===== config.mk =====
export PLATFORM = sky130hd
export DESIGN_NAME = icache_flat
export DESIGN_NICKNAME = d
export VERILOG_FILES = /design/src/rtl/icache_if.sv /design/src/rtl/icache.sv /design/src/flat_wrapper.sv
export SDC_FILE = /design/constraint.sdc
export NUM_CORES = 2
export LEC_CHECK = 0
export BUFFER_PORTS_ARGS = -buffer_cell sky130_fd_sc_hd__buf_2
export CAP_MARGIN = 5
export CORE_AREA = 2 2 411 413
export CTS_BUF_LIST = sky130_fd_sc_hd__clkbuf_4 sky130_fd_sc_hd__clkbuf_8
export CTS_CLUSTER_SIZE = 24
export DETAILED_ROUTE_END_ITERATION = 6
export DIE_AREA = 0 0 413 415
export HOLD_SLACK_MARGIN = 0.15
export PLACE_DENSITY = 0.8
export SLEW_MARGIN = 20
export SYNTH_ARGS = -nofsm -noshare
export SYNTH_HDL_FRONTEND = slang
export SYNTH_SLANG_ARGS = --single-unit

===== constraint.sdc =====
create_clock -name CLK -period 4.01 [get_ports CLK]
set_input_delay 0.2005 -clock CLK [delete_from_list [all_inputs] [get_ports CLK]]
set_output_delay 0.2005 -clock CLK [all_outputs]
set_load 0.02 [all_outputs]

===== src/rtl/icache_if.sv =====
// Line-fill bus between the instruction cache (master) and backing memory (slave).
interface icache_if;
  logic        Mem_Req;
  logic [31:0] Mem_Addr;
  logic        Mem_Gnt;
  logic        Mem_Valid;
  logic [31:0] Mem_Data;

  modport master (
    output Mem_Req,
    output Mem_Addr,
    input  Mem_Gnt,
    input  Mem_Valid,
    input  Mem_Data
  );

  modport slave (
    input  Mem_Req,
    input  Mem_Addr,
    output Mem_Gnt,
    output Mem_Valid,
    output Mem_Data
  );
endinterface


===== src/rtl/icache.sv =====
// Direct-mapped instruction cache, 4 words per line, combinational hit lookup and
// a REQ/FILL line-fill engine that always completes a started fill.
module icache #(
  parameter int unsigned INDEX_BITS = 4
) (
  input  logic        CLK,
  input  logic        RESET,
  input  logic [31:0] Addr_fIF,
  output logic [31:0] Instr_2IF,
  output logic        Stall_2IF,
  input  logic        Invalidate,
  icache_if.master    mem,
  output logic [31:0] Hit_Count,
  output logic [31:0] Miss_Count
);

  localparam int unsigned Lines = 1 << INDEX_BITS;
  localparam int unsigned TagW  = 28 - INDEX_BITS;

  typedef enum logic [1:0] {StIdle, StReq, StFill} state_e;

  state_e                  state_q, state_d;
  logic [Lines-1:0]        valid_q, valid_d;
  logic [1:0]              cnt_q, cnt_d;
  logic                    sticky_q, sticky_d;
  logic [31:0]             addr_q, addr_d;
  logic [31:0]             hit_cnt_q, hit_cnt_d;
  logic [31:0]             miss_cnt_q, miss_cnt_d;
  logic [TagW-1:0]         tag_q [Lines];
  logic [31:0]             data_q [Lines][4];

  logic [INDEX_BITS-1:0]   idx, fill_idx;
  logic [TagW-1:0]         tag, fill_tag;
  logic [1:0]              word;
  logic                    hit;
  logic                    unused_addr;

  assign word        = Addr_fIF[3:2];
  assign idx         = Addr_fIF[3+INDEX_BITS:4];
  assign tag         = Addr_fIF[31:4+INDEX_BITS];
  assign fill_idx    = addr_q[3+INDEX_BITS:4];
  assign fill_tag    = addr_q[31:4+INDEX_BITS];
  assign unused_addr = ^Addr_fIF[1:0];

  assign hit       = (state_q == StIdle) && valid_q[idx] && (tag_q[idx] == tag);
  assign Instr_2IF = hit ? data_q[idx][word] : 32'h0;
  assign Stall_2IF = ~hit;

  assign mem.Mem_Req  = (state_q == StReq);
  assign mem.Mem_Addr = addr_q;
  assign Hit_Count    = hit_cnt_q;
  assign Miss_Count   = miss_cnt_q;

  always_comb begin
    state_d    = state_q;
    valid_d    = valid_q;
    cnt_d      = cnt_q;
    sticky_d   = sticky_q;
    addr_d     = addr_q;
    hit_cnt_d  = hit_cnt_q + {31'd0, hit};
    miss_cnt_d = miss_cnt_q;
    unique case (state_q)
      StIdle: begin
        if (!hit) begin
          state_d    = StReq;
          addr_d     = {Addr_fIF[31:4], 4'b0};
          miss_cnt_d = miss_cnt_q + 32'd1;
        end
      end
      StReq: begin
        if (mem.Mem_Gnt) begin
          state_d = StFill;
          cnt_d   = 2'd0;
        end
      end
      StFill: begin
        if (mem.Mem_Valid) begin
          cnt_d = cnt_q + 2'd1;
          if (cnt_q == 2'd3) begin
            state_d = StIdle;
            if (!sticky_q) valid_d[fill_idx] = 1'b1;
          end
        end
      end
      default: state_d = StIdle;
    endcase
    // Invalidate wins over a same-edge fill completion; sticky covers earlier edges.
    if (Invalidate) begin
      valid_d = '0;
      if (state_q != StIdle) sticky_d = 1'b1;
    end
    if (state_d == StIdle) sticky_d = 1'b0;
  end

  always_ff @(posedge CLK or negedge RESET) begin
    if (!RESET) begin
      state_q    <= StIdle;
      valid_q    <= '0;
      cnt_q      <= 2'd0;
      sticky_q   <= 1'b0;
      addr_q     <= 32'h0;
      hit_cnt_q  <= 32'h0;
      miss_cnt_q <= 32'h0;
    end else begin
      state_q    <= state_d;
      valid_q    <= valid_d;
      cnt_q      <= cnt_d;
      sticky_q   <= sticky_d;
      addr_q     <= addr_d;
      hit_cnt_q  <= hit_cnt_d;
      miss_cnt_q <= miss_cnt_d;
    end
  end

  // Arrays are only meaningful under valid_q, so they carry no reset.
  always_ff @(posedge CLK) begin
    if (state_q == StFill && mem.Mem_Valid) begin
      data_q[fill_idx][cnt_q] <= mem.Mem_Data;
      if (cnt_q == 2'd3) tag_q[fill_idx] <= fill_tag;
    end
  end

endmodule


===== src/flat_wrapper.sv =====
// flat-port wrapper written by rule: the top's interface ports become plain ports
module icache_flat 
#(
  parameter int unsigned INDEX_BITS = 4
)
  (CLK, RESET, Addr_fIF, Instr_2IF, Stall_2IF, Invalidate, Hit_Count, Miss_Count, mem_Mem_Req, mem_Mem_Addr, mem_Mem_Gnt, mem_Mem_Valid, mem_Mem_Data);
  icache_if mem_i ();
  input  logic CLK;
  input  logic RESET;
  input  logic [31:0] Addr_fIF;
  output logic [31:0] Instr_2IF;
  output logic Stall_2IF;
  input  logic Invalidate;
  output logic [31:0] Hit_Count;
  output logic [31:0] Miss_Count;
  output wire logic [$bits(mem_i.Mem_Req)-1:0] mem_Mem_Req;
  output wire logic [$bits(mem_i.Mem_Addr)-1:0] mem_Mem_Addr;
  input wire logic [$bits(mem_i.Mem_Gnt)-1:0] mem_Mem_Gnt;
  input wire logic [$bits(mem_i.Mem_Valid)-1:0] mem_Mem_Valid;
  input wire logic [$bits(mem_i.Mem_Data)-1:0] mem_Mem_Data;
  assign mem_Mem_Req = mem_i.Mem_Req;
  assign mem_Mem_Addr = mem_i.Mem_Addr;
  assign mem_i.Mem_Gnt = mem_Mem_Gnt;
  assign mem_i.Mem_Valid = mem_Mem_Valid;
  assign mem_i.Mem_Data = mem_Mem_Data;
  icache #(.INDEX_BITS(INDEX_BITS)) u_core (.CLK(CLK), .RESET(RESET), .Addr_fIF(Addr_fIF), .Instr_2IF(Instr_2IF), .Stall_2IF(Stall_2IF), .Invalidate(Invalidate), .mem(mem_i), .Hit_Count(Hit_Count), .Miss_Count(Miss_Count));
endmodule

==> summary.txt <==
Run status
  – Status: finished, violations left
  – Failing checks: setup timing

STA
  – Final Setup Violations: 43
  – Min Tclk post-route: 4.31 ns
  – Setup ws final: -0.303 ns
  – Tightest Pin Transition: 1.14 ns
  – Final Slew Violations: 0
  – Slew margin rel.: 23.8%
  – Part of the cycle the worst path needs: 108%
  – RSZ-0062 raised after global routing: yes
  – Hold_ws: 0.194 ns
  – Max Clk Rate: 232 MHz
  – Hold Violations, Final: 0
  – TNS Setup: -7.79 ns
  – Fin Clk Skew: 0.0695 ns

CTS
  – Register clock-pin slew on the reported worst setup and hold paths: 0.07 ns
  – CTS tree: done
  – # clock sinks: 2,545
  – Max Root-Sink Buffers: 4
  – TritonCTS Buffers: 385
  – Clock Latency Late Sink: 1.09 ns
  – Root buffer selected by CTS: clkbuf_8
  – H-tree depth: 5

Synth
  – Top FF cell, synth: edfxtp_1
  – Post-synth top area cell: edfxtp_1
  – Yosys top cell area share: 74.4%
  – Yosys warns: 0
  – Sequential fraction of the synthesis area: 77.3%
  – Syn avg cell area: 23.4 um^2
  – Post-synth ARST share: 4.44%
  – Cell count after synthesis: 4,205
  – Seq cells post-synth: 2,545
  – Post-synth EDFFs: 2,432
  – Ranking of synthesized cells by area: edfxtp_1 (74%), mux4_2 (16%), dfrtp_1 (2.9%)
  – Post-Syn Area: 98,200 um^2
  – Post-synth cell types: 59

Floorplan
  – Die Ht: 415 um
  – Core Region: 167,000 um^2
  – Starting Density: 58.9%
  – Standard-cell rows: 150
  – I/O pin count: 199
  – Die area: 171,000 um^2
  – Die span in x: 413 um

Pwr
  – Clock group share of total power: 37.1%
  – Peak supply drop: 0.000595 V
  – Total power density per cell area: 495 nW/um^2
  – Reg power frac: 55.3%
  – Comb power frac: 7.6%
  – P_int: 42.7 mW
  – Static leakage: 36.7 nW
  – Psw: 13.2 mW
  – Switching Share: 23.6%

Critical path
  – Worst Reg2Reg Path Length in Cells: 19
  – Crit path DAT: 4.11 ns
  – Critical path peak fanout: 5
  – Stages on the worst setup path: 13
  – Largest stage delay, worst path: 0.48 ns
  – Buf/Inv on CP: 6
  – Crit. End Element: output pin
  – Reg-to-Reg Start: u_core.tag_q[9][4]$_DFFE_PP_
  – CP delay by family, top: buffers and inverters
  – Slowest CP cell: mux4_2
  – Worst path cell trace: mux4_2, mux4_2, xnor2_1, buf_4, o21ai_2, nor4b_2, nand4_1, buf_6, buf_16, buf_12, a211oi_2, buf_4, buf_6
  – Kind of critical path: reg -> out
  – Crit. Startpoint: u_core.tag_q[9][4]$_DFFE_PP_
  – Worst endpoint required time: 3.81 ns
  – Worst setup SP type: flop

Job
  – Max-Cap Viols: 0

Layout
  – Synth-to-Final Area Change: 15.0%
  – Fraction of layout cells with a size suffix above 1: 37.2%
  – Most frequent cells in the layout: edfxtp_1 (2,432), mux4_2 (710), clkbuf_8 (398)
  – Most common cell after layout, fill and taps aside: edfxtp_1
  – Nets: 5,006

Routing
  – Avg WL per Cell: 34.4 um
  – Via density per instance: 6.83
  – Remaining DRCs: 0
  – Via Count: 50,800
  – DR pass1 iterations: 6
  – DRT iter0 DRCs: 8,168
  – Final ANT Viol Nets: 0
  – Final WL: 256,000 um

Place
  – Half-perimeter wire length after placement: 133,000 um
  – Final Wtd Congestion: 0.850
  – Port-buffer cells: 192

GRT
  – Initial antenna violation count: 5
  – Vias in the first global route: 52,100
  – Largest net degree at the start of global routing: 119
  – Global-route wire length before repair: 365,000 um
  – Total gr overflow: 0
  – GR Util All Layers: 30.1%

Worst hold path
  – Hold path depth: 2
  – Hold_sp: mem_Mem_Data[18]
  – Worst min-delay path category: in -> reg
registers in the layout, indices dropped and copies added (netlist names):
| signal | cells |
|---|---|
| u_core.valid_q | 16 |
| u_core.state_q | 2 |
| u_core.Hit_Count | 32 |
| u_core.data_q | 2048 |
| u_core.Miss_Count | 32 |
| u_core.mem.Mem_Addr | 28 |
| u_core.tag_q | 384 |
| u_core.sticky_q | 1 |
| u_core.cnt_q | 2 |
final timing paths:
kind | end | slack, ns
min in group asynchronous | u_core.mem.Mem_Addr[12]$_DFFE_PN0P_ | 0.74
worst min-delay path | u_core.data_q[11][82]$_DFFE_PP_ | 0.19
worst min register to register | u_core.Miss_Count[31]$_DFFE_PN0P_ | 0.47
worst max-delay path | Instr_2IF[7] | -0.30
max in group asynchronous | u_core.valid_q[13]$_DFFE_PN0P_ | 2.49
worst max register to register | u_core.Hit_Count[28]$_DFF_PN0_ | -0.14
cells in the mapped netlist (27+ instances only):
cell	instances
nor2b_1	43
xnor2_1	67
clkbuf_1	54
mux2_2	27
nand3_1	34
mux4_2	710
mux2_4	29
nand2_1	47
buf_2	101
dfrtp_1	113
nor2_1	116
a211oi_1	46
edfxtp_1	2432
buf_1	33
mux2i_1	98
through the flow:
step                power [mW]  worst slack [ns]  cell area (um^2)  utilization (%)  instances
global placement          35.3            -0.372            104000             62.3       6638
global route              57.3            -0.404            113000             67.8       7433
CTS                       55.8            -0.377            113000             67.6       7427
floorplan                 33.5            -0.112             98300                -       4208
detailed placement        35.5            -0.298            104000             62.3       6638
finish                    55.9            -0.303            113000             67.8       7433
power groups by stage:
stage / combinational (mW) / sequential, mW / clock (mW)
2_1_floorplan: 2.20 / 31.3 / 0
3_3_place_gp: 3.92 / 31.4 / 0
3_5_place_dp: 4.02 / 31.4 / 0
4_1_cts: 4.14 / 30.9 / 20.7
5_1_grt: 4.43 / 31.0 / 21.9
6_report: 4.25 / 30.9 / 20.7
area by class of cell:
type | count | area (um^2)
sequential | 2545 | 75900
fill | 9374 | 53700
multi-input combinational | 1432 | 22100
clock buffer | 509 | 6310
timing repair buffer | 552 | 4800
tap | 2204 | 2760
clock inverter | 175 | 1040
inverter | 14 | 57.6
antenna | 2 | 5.00
cells by family after synthesis:
group           after synthesis  synth area share [%]
other cells                   1               0.00382
simple gates                327                  1.62
flops                      2545                  77.3
compound gates              144                  1.07
fa+ha+maj                     7                0.0892
buf+inv                     231                  1.15
mux                         864                  18.0
xor+xnor                     86                 0.767
repair_timing:
item,4_1_cts,5_1_grt
endpoints found under the setup margin,43,48
gates cloned,1,1
hold buffers,91,0
hold endpoints to repair,2207,0
pin swaps,16,14
gates resized for setup,97,54
setup buffers,14,6
routing by layer:
layer	track usage (%)	part of all wire, %	vias to the layer above
met2	48.4	50	4333
met5	0	0.0051	-
met3	7.68	12	731
li1	-	-	19400
met1	39.8	33	26300
met4	11.9	4.3	2
worst reg2reg max path, cell delays in order, from the launching register on:
cell	delay [ns]
edfxtp_1	0.38
mux4_2	0.46
mux4_2	0.48
xnor2_1	0.14
buf_4	0.14
o21ai_2	0.06
nor4b_2	0.22
nand4_1	0.13
buf_6	0.17
buf_12	0.14
buf_8	0.13
inv_6	0.05
ha_4	0.17
ha_4	0.17
nand3_4	0.08
or3_4	0.35
or3_4	0.39
nor2_4	0.14
nand2_1	0.07
xnor2_1	0.13
Power figures use the tool's default switching activity.
